<file path="src/rtl/fetch_if.sv">
// Fetch-stage bundle: decoder control in, ROM address out, ROM word in, decoded word out.
// The master side is the fetch unit; the slave side is the decoder/ROM environment.
interface fetch_if #(
  parameter int PC_WIDTH    = 8,
  parameter int INSTR_WIDTH = 8
);
  logic                   Stall;
  logic                   Redirect_En;
  logic [PC_WIDTH-1:0]    Redirect_Target;
  logic [PC_WIDTH-1:0]    Address;
  logic [INSTR_WIDTH-1:0] Instruction;
  logic [INSTR_WIDTH-1:0] Instr_Out;
  logic                   Instr_Valid;
  logic [PC_WIDTH-1:0]    Instr_PC;
  logic [PC_WIDTH-1:0]    PC_Plus1;
  logic                   Halted;

  modport master (
    input  Stall, Redirect_En, Redirect_Target, Instruction,
    output Address, Instr_Out, Instr_Valid, Instr_PC, PC_Plus1, Halted
  );

  modport slave (
    output Stall, Redirect_En, Redirect_Target, Instruction,
    input  Address, Instr_Out, Instr_Valid, Instr_PC, PC_Plus1, Halted
  );
endinterface

</file>
<file path="src/rtl/fetch_unit.sv">
// Instruction fetch for the 8-bit unicycle MIPS core: owns the PC, hides the ROM's
// one-cycle read latency, and handles stall, redirect-with-squash and halt.
module fetch_unit #(
  parameter int                     PC_WIDTH    = 8,
  parameter int                     INSTR_WIDTH = 8,
  parameter logic [PC_WIDTH-1:0]    RESET_PC    = '0,
  parameter logic [INSTR_WIDTH-1:0] HALT_WORD   = 8'b11100000
) (
  input logic   Clock,
  input logic   Reset,
  fetch_if.master bus
);

  localparam logic [0:0] ST_RUN    = 1'b0;
  localparam logic [0:0] ST_HALTED = 1'b1;

  localparam logic [PC_WIDTH-1:0] PC_ONE = 1;

  logic [PC_WIDTH-1:0] pc_q, pc_d;
  logic [PC_WIDTH-1:0] pend_pc_q, pend_pc_d;
  logic                pend_valid_q, pend_valid_d;
  logic [0:0]          state_q, state_d;

  logic running;
  assign running = (state_q == ST_RUN);

  // Pend_PC is the address of the word the ROM is currently presenting.
  assign bus.Address     = (bus.Stall && !bus.Redirect_En && running) ? pend_pc_q : pc_q;
  assign bus.Instr_Out   = bus.Instruction;
  assign bus.Instr_Valid = pend_valid_q && running;
  assign bus.Instr_PC    = pend_pc_q;
  assign bus.PC_Plus1    = pend_pc_q + PC_ONE;
  assign bus.Halted      = (state_q == ST_HALTED);

  always_comb begin
    // NOTE: every next-state value gets a hold default first so no path infers a latch.
    pc_d         = pc_q;
    pend_pc_d    = pend_pc_q;
    pend_valid_d = pend_valid_q;
    state_d      = state_q;

    if (running) begin
      if (bus.Redirect_En) begin
        // The word captured by the ROM on this edge is wrong-path.
        pc_d         = bus.Redirect_Target;
        pend_valid_d = 1'b0;
      end else if (bus.Stall) begin
        pc_d = pc_q;
      end else if (pend_valid_q && (bus.Instruction == HALT_WORD)) begin
        state_d      = ST_HALTED;
        pend_valid_d = 1'b0;
      end else begin
        pend_pc_d    = pc_q;
        pend_valid_d = 1'b1;
        pc_d         = pc_q + PC_ONE;
      end
    end
  end

  // NOTE: sequential state uses non-blocking assignments so all flops update together.
  always_ff @(posedge Clock or negedge Reset) begin
    if (!Reset) begin
      pc_q         <= RESET_PC;
      pend_pc_q    <= RESET_PC;
      pend_valid_q <= 1'b0;
      state_q      <= ST_RUN;
    end else begin
      pc_q         <= pc_d;
      pend_pc_q    <= pend_pc_d;
      pend_valid_q <= pend_valid_d;
      state_q      <= state_d;
    end
  end

endmodule
</file>
<file path="src/flat_wrapper.sv">
// flat-port wrapper written by rule: the top's interface ports become plain ports
module fetch_unit_flat 
#(
  parameter int                     PC_WIDTH    = 8,
  parameter int                     INSTR_WIDTH = 8,
  parameter logic [PC_WIDTH-1:0]    RESET_PC    = '0,
  parameter logic [INSTR_WIDTH-1:0] HALT_WORD   = 8'b11100000
)
  (Clock, Reset, bus_Stall, bus_Redirect_En, bus_Redirect_Target, bus_Instruction, bus_Address, bus_Instr_Out, bus_Instr_Valid, bus_Instr_PC, bus_PC_Plus1, bus_Halted);
  fetch_if #(.PC_WIDTH(PC_WIDTH), .INSTR_WIDTH(INSTR_WIDTH)) bus_i ();
  input logic Clock;
  input logic Reset;
  input wire logic [$bits(bus_i.Stall)-1:0] bus_Stall;
  input wire logic [$bits(bus_i.Redirect_En)-1:0] bus_Redirect_En;
  input wire logic [$bits(bus_i.Redirect_Target)-1:0] bus_Redirect_Target;
  input wire logic [$bits(bus_i.Instruction)-1:0] bus_Instruction;
  output wire logic [$bits(bus_i.Address)-1:0] bus_Address;
  output wire logic [$bits(bus_i.Instr_Out)-1:0] bus_Instr_Out;
  output wire logic [$bits(bus_i.Instr_Valid)-1:0] bus_Instr_Valid;
  output wire logic [$bits(bus_i.Instr_PC)-1:0] bus_Instr_PC;
  output wire logic [$bits(bus_i.PC_Plus1)-1:0] bus_PC_Plus1;
  output wire logic [$bits(bus_i.Halted)-1:0] bus_Halted;
  assign bus_i.Stall = bus_Stall;
  assign bus_i.Redirect_En = bus_Redirect_En;
  assign bus_i.Redirect_Target = bus_Redirect_Target;
  assign bus_i.Instruction = bus_Instruction;
  assign bus_Address = bus_i.Address;
  assign bus_Instr_Out = bus_i.Instr_Out;
  assign bus_Instr_Valid = bus_i.Instr_Valid;
  assign bus_Instr_PC = bus_i.Instr_PC;
  assign bus_PC_Plus1 = bus_i.PC_Plus1;
  assign bus_Halted = bus_i.Halted;
  fetch_unit #(.PC_WIDTH(PC_WIDTH), .INSTR_WIDTH(INSTR_WIDTH), .RESET_PC(RESET_PC), .HALT_WORD(HALT_WORD)) u_core (.Clock(Clock), .Reset(Reset), .bus(bus_i));
endmodule
</file>
<file path="config.mk">
export PLATFORM = sky130hd
export DESIGN_NAME = fetch_unit_flat
export DESIGN_NICKNAME = d
export VERILOG_FILES = /design/src/rtl/fetch_if.sv /design/src/rtl/fetch_unit.sv /design/src/flat_wrapper.sv
export SDC_FILE = /design/constraint.sdc
export NUM_CORES = 1
export LEC_CHECK = 0
export CAP_MARGIN = 5
export CORE_MARGIN = 5
export CORE_UTILIZATION = 35
export DETAILED_ROUTE_END_ITERATION = 6
export GPL_ROUTABILITY_DRIVEN = 0
export HOLD_SLACK_MARGIN = 0.03
export PLACE_DENSITY = 0.68
export SETUP_SLACK_MARGIN = 0.15
export SLEW_MARGIN = 10
export SYNTH_ARGS = -nofsm -noshare
export SYNTH_HDL_FRONTEND = slang
export SYNTH_SLANG_ARGS = --single-unit
</file>
<file path="constraint.sdc">
create_clock -name Clock -period 2.17 [get_ports Clock]
set_clock_uncertainty 0.05 [all_clocks]
set_input_delay 0.217 -clock Clock [delete_from_list [all_inputs] [get_ports Clock]]
set_output_delay 0.217 -clock Clock [all_outputs]
set_load 0.05 [all_outputs]
</file>
Word-level counts from Yosys, hierarchy flattened
Index checks and enable logic that the tools add are counted.
Cells by class
  add/subtract/negate cells: 2
  bitwise operators: 4
  equality and inequality tests: 3
  reductions and logical operators: 8
  multiplexer cells: 11
Operators with widths (number)
  8-bit 2-to-1 mux: 4
  8-bit by 1-bit adder with 8-bit output, second input constant: 2
  8-bit equality test, second input constant: 1
  1-bit 2-to-1 mux: 7
  1-bit logical AND: 4
  1-bit NOT: 4
  4-bit AND reduction: 1
  3-bit AND reduction: 1
  2-bit by 1-bit != test with 1-bit output, second input constant: 1
  2-bit != test, second input constant: 1
  2-bit AND reduction: 1
  1-bit logical NOT: 1
Storage, ports and cells
  register bits after elaboration: 18
  logic and storage cells: 32
  input bits: 20
  output and inout bits: 34

Depth between registers and ports, before layout
Gate-level depths: netlist of the first run.
  word-level depth: 6
  mapped depth: 5
  mapped depth without buffers: 5

Worst setup path after synthesis of the first run
Ideal clock, no wire load.
  kind: reg2out
  start: reg u_core.state_q (netlist: u_core.bus.Halted)
  end: out bus_Address[3]
  buffers on the path: 1
  arrival time: 2291 ps
  required time: 1903 ps
  setup slack: -388 ps
  cell stages (with the launch flop): 5
  cell sequence: dfrtp_1 -> nor2_1 -> and2_1 -> buf_2 -> o21ai_0
Between the ends
  longest elaborated chain between the ends: 3
Ends and longest elaborated chain
  start, declared: RTL line fetch_unit.sv:22  | logic [0:0] state_q, state_d;
  start signal, assigned: RTL line fetch_unit.sv:71  | state_q <= state_d;
  1-bit NOT (no source line)
  1-bit logical AND: RTL line fetch_unit.sv:28  | assign bus.Address = (bus.Stall && !bus.Redirect_En && running) ? pend_pc_q : pc_q;
  8-bit 2-to-1 mux: RTL line fetch_unit.sv:28
  end, declared: RTL line flat_wrapper.sv:17  | output wire logic [$bits(bus_i.Address)-1:0] bus_Address;
No other way between the ends.

Worst setup path in the final report of the first run
  start: reg u_core.pend_pc_q[0] (netlist: u_core.bus.Instr_PC[0])
  end: out bus_PC_Plus1[0]
Between the ends
  longest elaborated chain between the ends: 1
Ends and longest elaborated chain
  start, declared: RTL line fetch_unit.sv:20  | logic [PC_WIDTH-1:0] pend_pc_q, pend_pc_d;
  start signal, assigned: RTL line fetch_unit.sv:69  | pend_pc_q <= pend_pc_d;
  8-bit by 1-bit adder with 8-bit output: RTL line fetch_unit.sv:32  | assign bus.PC_Plus1 = pend_pc_q + PC_ONE;
  end, declared: RTL line flat_wrapper.sv:21  | output wire logic [$bits(bus_i.PC_Plus1)-1:0] bus_PC_Plus1;
No other way between the ends.

==> results of run 1 <==
path summary, 6_finish.rpt:
path                       slack (ps)  cells after the start                     end
max                               220                      3         bus_PC_Plus1[0]
min                               190                      2       u_core.bus.Halted
max reg2reg                       510                      4  u_core.bus.Instr_PC[2]
min reg2reg                       540                      2     u_core.pend_valid_q
max in group asynchronous        1670                      2       u_core.bus.Halted
min in group Clock                470                      3          u_core.pc_q[1]
logic make-up (layout without fill, tap and decap cells):
family / after synthesis / in the layout / synth area share (%)
multiplexers: 14 / 14 / 12.59
buffers and inverters: 18 / 77 / 7.992
XOR/XNOR: 6 / 6 / 4.196
adder cells (fa/ha/maj): 2 / 2 / 1.998
AND/OR/NAND/NOR: 44 / 44 / 19.68
AO/OA/AOI/OAI: 29 / 29 / 17.58
flip-flops: 18 / 18 / 35.96
worst register-to-register path: stages (launching register included):
cell     delay, ps
dfrtp_1        430
and4_4         230
a31oi_1        320
nand2_2        210
mux2_2         310
synth_stat cells, drive strengths merged, types with 2 or more instances:
| cell type | count | area, µm² |
|---|---|---|
| clkbuf | 3 | 11.26 |
| mux2 | 14 | 157.7 |
| xor2 | 2 | 17.52 |
| a21oi | 4 | 20.02 |
| nand4 | 4 | 25.02 |
| a311oi | 2 | 23.77 |
| ha | 2 | 25.02 |
| o221ai | 3 | 26.28 |
| nor2 | 8 | 30.03 |
| and3 | 5 | 31.28 |
| buf | 10 | 70.07 |
| nor2b | 4 | 25.02 |
| and4 | 2 | 20.02 |
| o21ai | 5 | 25.02 |
| nand2 | 9 | 36.29 |
| a22oi | 6 | 45.04 |
| nand3 | 5 | 25.02 |
| xnor2 | 4 | 35.03 |
| inv | 5 | 18.77 |
| dfrtp | 18 | 450.4 |
registers in the layout, summed over array words and instances, names as in the netlist:
| signal | count |
|---|---|
| u_core.pend_valid_q | 1 |
| u_core.bus.Instr_PC | 8 |
| u_core.bus.Halted | 1 |
| u_core.pc_q | 8 |
cell usage in the layout, fill, tap and decap left out, drive strengths merged, types with 4 or more instances in the layout:
cell type	netlist	final
a21oi	4	4
a22oi	6	6
and3	5	5
buf	10	31
clkdlybuf4s50	0	35
dfrtp	18	18
inv	5	5
mux2	14	14
nand2	9	9
nand3	5	5
nand4	4	4
nor2	8	8
nor2b	4	4
o21ai	5	5
xnor2	4	4
layout make-up:
class | instances | area share [%]
Clock buffer | 3 | 1.155
Multi-Input combinational cell | 95 | 38.58
Tap cell | 46 | 2.953
Timing Repair Buffer | 69 | 33.18
Inverter | 5 | 0.9628
Sequential cell | 18 | 23.17
what timing repair did:
action,4_1_cts,5_1_grt
endpoints found under the setup margin,12,9
gates resized for setup,6,2
setup buffers,2,7
gates cloned,0,0
pin swaps,0,1
where the power goes:
group / internal, mW / leakage, nW / switching [mW]
sequential: 0.386 / 0.218 / 0.0921
combinational: 0.349 / 0.638 / 0.546
clock: 0.0646 / 0.0138 / 0.102
total: 0.800 / 0.870 / 0.740
routing by layer:
layer / track usage (%) / share of wire, % / up-vias
li1: - / - / 600
met1: 18.05 / 44 / 574
met2: 24.03 / 48 / 57
met3: 4.783 / 6.9 / 6
met4: 3.404 / 0.83 / 0
met5: 0 / 0 / -
through the flow:
stage               setup WS (ps)  hold slack, ps  util [%]
detailed placement          108.1           515.8     54.67
global placement            142.1           473.7     54.67
floorplan                  -6.211          -128.6         -
finish                      219.6           190.9     57.51
CTS                         155.1           192.8     55.89
global route                144.4           199.3     57.51
==> impl_metrics.toml, run 1 <==
[clock_network]
cts_made_buffers = 3
clock_path_buffers = 2
clkSinkCount = 18
htreeDepth = 1
root_buffer = "clkbuf_4"
cts_tree = "yes"
insertion_delay_ps = 290
cts_hold_buf = 0
clk_pin_slew_ps = 100

[detailed_routing]
via_per_inst = 5.242
drt_wl_total_um = 3508
drc = 0
wl_per_cell_um = 14.86
drtPass1Iterations = 4
ant_nets = 0
num_vias = 1237
drt_iter0_drc = 39

[floorplanning]
dieArea_um2 = 4875
die_h_um = 69.82
die_x_um = 69.82
rows = 21
io_pins = 54
fp.coreArea_um2 = 3390
start_util_pct = 36.95

[worst_setup_path]
worstReg2RegStart = "u_core.pend_valid_q"
crit_type = "reg -> out"
endpoint_kind = "output pin"
cp-start-kind = "register"
crit_fanout = 5
crit_start = "u_core.bus.Instr_PC[0]"
path_cells = "buf_4, inv_1, clkdlybuf4s50_1"
slowest_stage = "clkdlybuf4s50_1"
path_delay_family = "buffers and inverters"
crit_required_ps = 1900
crit_path_max_incr_delay_ps = 790
worstPathArrival_ps = 1680
path_buf_inv = 3

[run_status]
status = "finished, final reports clean"

[yosys]
async_flop_share_pct = 100.0
ys_seq_elements = 18
synth.net_count = 153
synthFlopType = "dfrtp_1"
synth_cell_type_count = 40
yosysSeqAreaShare_pct = 35.96
netlist_area_um2 = 1252
postSynthCellCount = 131
postSynthAreaPerCell_um2 = 9.561
ys_warn_count = 0
synth_edf_count = 0

[placed_design]
dp_hpwl_um = 2739
place_inst = 224
place_area_um2 = 1853
portBuffers = 53

[pwr]
power.total_mw = 1.540
ir_worst_vdd_uv = 303.0
p_leak_nw = 0.8700
powerDensity_nw_per_um2 = 790.0

[timing]
period_minus_slack_ps = 1950
setup_tns_ps = 0
slew_headroom_pct = 59.83
setup_viol = 0
worst_pin_slew_ps = 602.6
fin_crit_sh_pct = 89.88
finalMaxSlewViolations = 0
hold_viol_final = 0
fmaxAchievable_ghz = 0.5127
rsz0062_at_grt = "false"

[finish]
seqCellArea_um2 = 451.7
nets = 214
drive_gt1_share_pct = 32.11
multi_input_area_um2 = 752.0
postLayoutCellArea_um2 = 1949
area_growth_syn_to_layout_pct = 55.64
fillerInstances = 318
diodes = 0
final_cell_count_no_fill = 236

[worst_hold_path]
hold_class = "in -> async"

[global_routing]
grt_pass1_vias = 1244
overflow = 0
grt_max_degree = 19
grt_pass1_wl_um = 5844
grtUsageTotal_pct = 14.47
antenna_found_initial = 0

[job]
drv_cap = 0
(Power assumes the default switching activity.)
==> inputs of run 2 (changes only) <==
--- a/config.mk
+++ b/config.mk
@@ -10,7 +10,6 @@
 export CORE_UTILIZATION = 35
 export DETAILED_ROUTE_END_ITERATION = 6
 export GPL_ROUTABILITY_DRIVEN = 0
-export HOLD_SLACK_MARGIN = 0.03
 export PLACE_DENSITY = 0.68
 export SETUP_SLACK_MARGIN = 0.15
 export SLEW_MARGIN = 10
==> results of run 2 <==
No change in the layout: final DEF, timing and power equal those of run 1.
==> inputs of run 3 (changes only) <==
--- a/config.mk
+++ b/config.mk
@@ -10,6 +10,7 @@
 export CORE_UTILIZATION = 35
 export DETAILED_ROUTE_END_ITERATION = 6
 export GPL_ROUTABILITY_DRIVEN = 0
+export GPL_TIMING_DRIVEN = 0
 export PLACE_DENSITY = 0.68
 export SETUP_SLACK_MARGIN = 0.15
 export SLEW_MARGIN = 10
==> impl_metrics.toml, run 3 (synthesis results as in run 1) <==
[placed_design]
portBuffers = 53
place_ws_ps = -548.1
place_inst = 230
dp_hpwl_um = 2703

[timing]
setup_tns_ps = 0
fmaxAchievable_ghz = 0.5034
rsz0062_at_grt = "true"
fin_crit_sh_pct = 91.54
setup_viol = 0
slew_headroom_pct = 45.40
setup_ws_ps = 183.5
period_minus_slack_ps = 1987
finalMaxSlewViolations = 0
hold_viol_final = 0
worst_pin_slew_ps = 816.4

[finish]
final_cell_count_no_fill = 237
nets = 214
diodes = 0
area_growth_syn_to_layout_pct = 54.55
mostFrequentLayoutCell = "clkdlybuf4s50_1"
drive_gt1_share_pct = 30.37
fillerInstances = 306
final_cell_mix = "clkdlybuf4s50_1 (35), dfrtp_1 (16), mux2_2 (14)"

[pwr]
power.switching_mw = 0.7489
pwr-share-clk_pct = 14.1
power_frac_seq_pct = 30.7
p_leak_nw = 0.8550
power.total_mw = 1.546
combPwrFrac_pct = 55.2
p_sw_share_pct = 48.43
internal_power_mw = 0.7975
powerDensity_nw_per_um2 = 798.9
ir_worst_vdd_uv = 388.5

[global_routing]
grt_pass1_vias = 1278
antenna_found_initial = 0
overflow = 0
grtUsageTotal_pct = 13.94
grt_max_degree = 19
grt_pass1_wl_um = 5796

[clock_network]
cts_made_buffers = 3
cts_hold_buf = 0
htreeDepth = 1
cts_tree = "yes"
insertion_delay_ps = 290
clock_path_buffers = 2
clk_pin_slew_ps = 120
root_buffer = "clkbuf_4"
clkSinkCount = 18

[worst_setup_path]
endpoint_kind = "output pin"
crit_fanout = 5
cp-start-kind = "register"
worstPathArrival_ps = 1720
slowest_stage = "dfrtp_2"
path_buf_inv = 2
path_delay_family = "flip-flops"
crit_required_ps = 1900
path_cells = "nor2_4, and2_4, buf_2, mux2_2, buf_6"
crit_path_max_incr_delay_ps = 460
crit_type = "reg -> out"

[worst_hold_path]
hold_class = "in -> async"

[floorplanning]
io_pins = 54
fp.coreArea_um2 = 3390
rows = 21
die_x_um = 69.82
dieArea_um2 = 4875
start_util_pct = 36.95
die_h_um = 69.82

[job]
drv_cap = 0

[detailed_routing]
num_vias = 1243
drt_iter0_drc = 37
ant_nets = 0
drtPass1Iterations = 4
drt_wl_total_um = 3538
wl_per_cell_um = 14.93
via_per_inst = 5.245
drc = 0

[run_status]
status = "finished, final reports clean"
run 3: cell types whose count changed in the layout (fill, tap and decap cells not counted), sizes merged:
cell / previous run / this run
buf: 31 / 24
clkbuf: 3 / 8
clkdlybuf4s15: 0 / 1
dlygate4sd2: 3 / 5
run 3: layer usage:
layer	global-route usage (%)	share of wire, %	vias up
met2	24.24	49	54
met1	17.30	43	586
met5	0	0	-
met4	2.553	0.96	0
li1	-	-	599
met3	3.768	7.8	4
run 3: power groups by stage:
stage               sequential (mW)  clock (mW)  combinational (mW)
floorplan                     0.575           0               0.480
global route                  0.488       0.235               0.895
finish                        0.475       0.217               0.854
global placement              0.476           0               0.866
CTS                           0.474       0.215               0.847
detailed placement            0.481           0               0.875
run 3: stage by stage:
step	utilization, %	hold slack [ps]	area [µm²]
floorplan	-	-128.6	1294
finish	57.11	327.2	1936
global placement	55.52	471.0	1882
detailed placement	55.52	486.6	1882
CTS	56.15	368.3	1903
global route	57.11	409.4	1936
run 3: final cells by class:
| type | count | area, µm² | area share [%] |
|---|---|---|---|
| Multi-Input combinational cell | 95 | 759.5 | 39.24 |
| Timing Repair Buffer | 56 | 523.0 | 27.02 |
| Sequential cell | 18 | 452.9 | 23.40 |
| Buffer | 13 | 87.58 | 4.525 |
| Tap cell | 46 | 57.56 | 2.973 |
| Clock buffer | 4 | 36.28 | 1.875 |
| Inverter | 5 | 18.77 | 0.9696 |
run 3: final timing paths:
check	startpoint	to	slack [ps]	cells after the start
min reg2reg	u_core.pend_valid_q	u_core.pend_valid_q	520	2
max reg2reg	u_core.pend_valid_q	u_core.pc_q[6]	510	4
max in group asynchronous	Reset	u_core.bus.Halted	1190	1
min in group Clock	bus_Redirect_En	u_core.pc_q[1]	460	4
min	Reset	u_core.pc_q[3]	330	1
max	u_core.bus.Halted	bus_Address[5]	180	5
run 3: repair_timing:
action | 4_1_cts | 5_1_grt
resized for setup | 70 | 18
gates cloned | 0 | 1
setup endpoints to repair | 16 | 13
pin swaps | 0 | 1
setup buffers | 0 | 2
